`config.mk`:
```
export PLATFORM = sky130hd
export DESIGN_NAME = perif_switch_reader
export DESIGN_NICKNAME = d
export VERILOG_FILES = /design/src/rtl/perif_pkg.sv /design/src/rtl/debounce_bit.sv /design/src/rtl/perif_switch_reader.sv
export SDC_FILE = /design/constraint.sdc
export NUM_CORES = 1
export LEC_CHECK = 0
export BUFFER_PORTS_ARGS = -buffer_cell sky130_fd_sc_hd__buf_2
export CORE_UTILIZATION = 45
export CTS_BUF_LIST = sky130_fd_sc_hd__clkbuf_4
export DETAILED_ROUTE_END_ITERATION = 10
export PLACE_DENSITY_LB_ADDON = 0.3
export SLEW_MARGIN = 30
export SYNTH_ARGS = -nofsm -noshare
export SYNTH_HDL_FRONTEND = slang
export SYNTH_HIERARCHICAL = 1
export SYNTH_SLANG_ARGS = --single-unit
```
`constraint.sdc`:
```
create_clock -name clk -period 3.65 [get_ports clk]
set_input_delay 0.1825 -clock clk [delete_from_list [all_inputs] [get_ports clk]]
set_output_delay 0.1825 -clock clk [all_outputs]
set_load 0.01 [all_outputs]
```
`src/rtl/perif_pkg.sv`:
```
// rtl/perif_pkg.sv - shared register offsets and I/O counts for the bus peripherals
package perif_pkg;

  localparam int NUM_SW  = 16;
  localparam int NUM_BTN = 5;

  // Byte offsets inside a peripheral's 16-byte window
  localparam logic [3:0] OFF_SW    = 4'h0;
  localparam logic [3:0] OFF_BTN   = 4'h4;
  localparam logic [3:0] OFF_FLAGS = 4'h8;
  localparam logic [3:0] OFF_MASK  = 4'hC;

endpackage

```
`src/rtl/debounce_bit.sv`:
```
// rtl/debounce_bit.sv - per-input debouncer driven by a shared sample tick
module debounce_bit #(
  parameter int STABLE_SAMPLES = 4
) (
  input  logic clk,
  input  logic rst,
  input  logic sample_tick,
  input  logic din_sync,
  output logic dout,
  output logic rise
);

  logic [3:0] cnt;
  logic       accept;

  // rise fires in the cycle dout is about to go 0->1, so event capture lines up with the level
  assign accept = sample_tick && (din_sync != dout) && (cnt == 4'(STABLE_SAMPLES - 1));
  assign rise   = accept && din_sync;

  always_ff @(posedge clk or posedge rst) begin
    if (rst) begin
      cnt  <= '0;
      dout <= 1'b0;
    end else if (sample_tick) begin
      if (din_sync == dout) begin
        cnt <= '0;
      end else if (accept) begin
        dout <= din_sync;
        cnt  <= '0;
      end else begin
        cnt <= cnt + 4'd1;
      end
    end
  end

endmodule

```
`src/rtl/perif_switch_reader.sv`:
```
// rtl/perif_switch_reader.sv - debounced switch/button input peripheral with sticky press flags
module perif_switch_reader
  import perif_pkg::*;
#(
  parameter logic [31:0] BASE_ADDR      = 32'h0000_2000,
  parameter int          SAMPLE_DIV     = 100000,
  parameter int          STABLE_SAMPLES = 4
) (
  input  logic        clk,
  input  logic        rst,
  input  logic [15:0] sw,
  input  logic [4:0]  btn,
  input  logic [31:0] address,
  input  logic        WE,
  input  logic        RE,
  input  logic [31:0] dataout,
  output logic [31:0] datain,
  output logic        rvalid,
  output logic        irq
);

  localparam int PW = (SAMPLE_DIV > 1) ? $clog2(SAMPLE_DIV) : 1;

  logic [NUM_SW-1:0]  sw_s1, sw_s2, sw_deb, sw_rise;
  logic [NUM_BTN-1:0] btn_s1, btn_s2, btn_deb, btn_rise;
  logic [NUM_BTN-1:0] flags, flags_n, irq_mask;
  logic [PW-1:0]      presc;
  logic               sample_tick;
  logic               in_win, wr_flags, wr_mask;
  logic [3:0]         off;
  logic [31:0]        rd_val;
  logic               unused;

  always_ff @(posedge clk or posedge rst) begin
    if (rst) begin
      sw_s1  <= '0;
      sw_s2  <= '0;
      btn_s1 <= '0;
      btn_s2 <= '0;
    end else begin
      sw_s1  <= sw;
      sw_s2  <= sw_s1;
      btn_s1 <= btn;
      btn_s2 <= btn_s1;
    end
  end

  assign sample_tick = (presc == PW'(SAMPLE_DIV - 1));

  always_ff @(posedge clk or posedge rst) begin
    if (rst)              presc <= '0;
    else if (sample_tick) presc <= '0;
    else                  presc <= presc + PW'(1);
  end

  for (genvar i = 0; i < NUM_SW; i++) begin : g_sw
    debounce_bit #(.STABLE_SAMPLES(STABLE_SAMPLES)) u_deb (
      .clk(clk), .rst(rst), .sample_tick(sample_tick),
      .din_sync(sw_s2[i]), .dout(sw_deb[i]), .rise(sw_rise[i])
    );
  end

  for (genvar i = 0; i < NUM_BTN; i++) begin : g_btn
    debounce_bit #(.STABLE_SAMPLES(STABLE_SAMPLES)) u_deb (
      .clk(clk), .rst(rst), .sample_tick(sample_tick),
      .din_sync(btn_s2[i]), .dout(btn_deb[i]), .rise(btn_rise[i])
    );
  end

  assign in_win   = (address[31:4] == BASE_ADDR[31:4]);
  assign off      = {address[3:2], 2'b00};
  assign wr_flags = WE && in_win && (off == OFF_FLAGS);
  assign wr_mask  = WE && in_win && (off == OFF_MASK);

  // A press landing on the same edge as a W1C wins over the clear
  assign flags_n = (flags & ~(wr_flags ? dataout[NUM_BTN-1:0] : '0)) | btn_rise;

  always_comb begin
    rd_val = '0;
    if (in_win) begin
      case (off)
        OFF_SW:    rd_val = {{(32-NUM_SW){1'b0}}, sw_deb};
        OFF_BTN:   rd_val = {{(32-NUM_BTN){1'b0}}, btn_deb};
        OFF_FLAGS: rd_val = {{(32-NUM_BTN){1'b0}}, flags};
        OFF_MASK:  rd_val = {{(32-NUM_BTN){1'b0}}, irq_mask};
        default:   rd_val = '0;
      endcase
    end
  end

  always_ff @(posedge clk or posedge rst) begin
    if (rst) begin
      flags    <= '0;
      irq_mask <= '0;
      irq      <= 1'b0;
      rvalid   <= 1'b0;
      datain   <= '0;
    end else begin
      flags  <= flags_n;
      irq    <= |(flags & irq_mask);
      rvalid <= RE;
      if (wr_mask) irq_mask <= dataout[NUM_BTN-1:0];
      if (RE)      datain   <= rd_val;
    end
  end

  assign unused = &{1'b0, address[1:0], dataout[31:NUM_BTN], sw_rise};

endmodule

```
==> results.tsv <==
stage	metric	value	unit
floorplanning	std cell rows	51	
global_routing	GR Overflow Total	0	
clocking	Num CTS Buffers	17	
final_layout	area occupied by multi-input gates	3940	um2
power	Final Power	3.34	mW
yosys	Mapped Cells	755	
timing	RSZ-0062 raised after global routing	no	
worst_setup_path	crit end category	flop	
global_routing	global-route wire length before repair	27.8	mm
power	Sequential Power Share	65.0	%
floorplanning	die area	20800	um2
routing	DRC	0	
clocking	CTS tree	built	
routing	Via-to-Cell Ratio	5.15	
timing	fin crit period	2650	ps
floorplanning	core area	19700	um2
floorplanning	Starting Density	46.3	%
clocking	CTS sink cnt	192	
floorplanning	die width	144	um
yosys	mean area per synthesized cell	12.1	um2
routing	ANT nets after route	0	
yosys	Cell Area, Synth	9110	um2
worst_setup_path	R2R cell count	8	
power	Sw Pwr	832	uW
final_layout	area grow syn2layout	13.2	%
place	GPL Wtd Cong	0.785	
final_layout	Fillers	1792	
routing	met3 WL	547	um
worst_setup_path	Critical Path AT	3110	ps
worst_setup_path	CP startpoint kind	flop	
power	Clk pwr share	29.8	%
timing	Final period util	72.6	%
timing	max-slew violations	0	
worst_setup_path	Worst R2R Setup Slack	1000	ps
place	port bufs	77	
floorplanning	die height	144	um
final_layout	non-filler cells, final	1157	
global_routing	initial antenna violation count	1	
clocking	insertion delay to the later sink of the worst-skew pair	570	ps
final_layout	Reg area	4800	um2
timing	Slew HR	43.9	%
final_layout	share of post-route cells with drive strength above 1	20.1	%
worst_setup_path	Worst Setup EP	g_sw[7].u_deb/dout	
routing	DRT iter0 DRCs	245	
power	combinational power share	5.2	%
yosys	Synthesis Warnings	6	
place	pre-CTS WS	1040	ps
power	Switching Fraction	24.9	%
final_layout	most frequent cells in the layout	192 x dfrtp_1, 77 x buf_2, 70 x inv_1, 42 x mux2i_1, 35 x nor2_1	
timing	final setup vio count	0	
timing	Slew @ Worst Pin	839	ps
timing	final hold violations	0	
worst_setup_path	Worst Path Required	4110	ps
floorplanning	# IOs	123	
power	Int Pwr	2.50	mW
worst_setup_path	Reg2Reg Launch Point	presc[0]	
routing	Detailed Route WL	16.9	mm
clocking	clk root buf	clkbuf_4	
power	P per Cell Area	323	nW/um2
routing	Met1 Wirelength	8.20	mm
place	DP HPWL	12.1	mm
final_layout	most common cell after layout, fill and taps aside	dfrtp_1	
global_routing	Tot GR Track Use	17.3	%
outcome	status	finished, final reports clean	
routing	via count	5964	
worst_setup_path	CP max FO	86	
routing	top sig layer	met4	
routing	Detail Route met2 WL	7.99	mm
power	worst vdd ir	0.169	mV
timing	Max Clk Rate	378	MHz
worst_setup_path	Crit Path Class	flop to flop	
global_routing	number of global-route vias before repair	5778	
timing	post-route setup slack	1000	ps
clocking	clk slew on worst S/H paths	160	ps
final_layout	Nets	988	
routing	DR WL/cell	14.6	um
worst_hold_path	HP Class	input pin to flop	
worst_setup_path	crit path launch	presc[0]	
clocking	number of H-tree levels	4	
timing	Sum Neg Setup Slack	0	ps
timing	clk_skew	23.0	ps
worst_setup_path	worst r2r dst	g_sw[7].u_deb/dout	
power	Leak	4.86	nW
job	# Max-Cap Violations	0	
routing	Detailed Routing Iterations Pass 1	4	
global_routing	pin count of the biggest net entering global routing	87	
place	Placed Cells	1095	
clocking	CTS Buffer Depth	2	
==> registers in the layout, summed over array words and instances (netlist names) <==
signal	count
btn_s1	5
btn_s2	5
datain	16
flags	5
g_btn.u_deb/cnt	20
g_btn.u_deb/dout	5
g_sw.u_deb/cnt	64
g_sw.u_deb/dout	16
irq	1
irq_mask	5
presc	17
rvalid	1
sw_s1	16
sw_s2	16
==> per-layer routing <==
layer | track usage, % | vias to the layer above
li1 | - | 2920
met1 | 23.2 | 2945
met2 | 28.5 | 86
met3 | 3.71 | 13
met4 | 4.76 | 0
met5 | 0 | -
==> worst min-delay path by stage <==
stage               slack, ps  cells after the start                    end   start
floorplan                 -40                      1  g_btn[0].u_deb/cnt[0]     rst
global placement          290                      1              btn_s1[1]  btn[1]
detailed placement        290                      1               sw_s1[5]   sw[5]
CTS                        80                      4               flags[4]      WE
global route              100                      4            irq_mask[2]      WE
finish                    120                      4               flags[4]      WE
==> layout make-up <==
| class | count | area share (%) |
|---|---|---|
| well taps | 265 | 3.22 |
| repair buffers | 109 | 6.99 |
| multi-input cells | 485 | 38.2 |
| inverters | 72 | 2.66 |
| flip-flops and latches | 192 | 46.6 |
| diodes | 2 | 0.0485 |
| clock inverters | 13 | 0.874 |
| clock buffers | 19 | 1.38 |
==> metrics by stage <==
step	hold slack, ps	area (um2)	utilization, %
finish	123	10300	52.5
global route	104	10300	52.5
CTS	77.3	10300	52.4
detailed placement	292	9790	49.8
global placement	290	9790	49.8
floorplan	-39.0	9160	-
==> critical path: stages, from the launching register on <==
cell and delay (ps):
dfrtp_1 410, ha_1 220, and4_1 320, nand4_1 210
clkinv_2 390, buf_12 340, nand2b_1 120, nor2_1 150
mux2_1 330
==> repair_timing <==
item,CTS,global route
hold endpoints to repair,176,0
buffers inserted,0,0
resized for setup,0,0
hold buffers,28,0
==> power groups by stage <==
stage,combinational [mW],clock (mW),sequential [mW]
2_1_floorplan,0.0958,0,2.20
3_3_place_gp,0.153,0,2.21
3_5_place_dp,0.154,0,2.21
4_1_cts,0.178,1.04,2.17
5_1_grt,0.195,1.12,2.17
6_report,0.173,0.992,2.17
(Power assumes the default switching activity.)
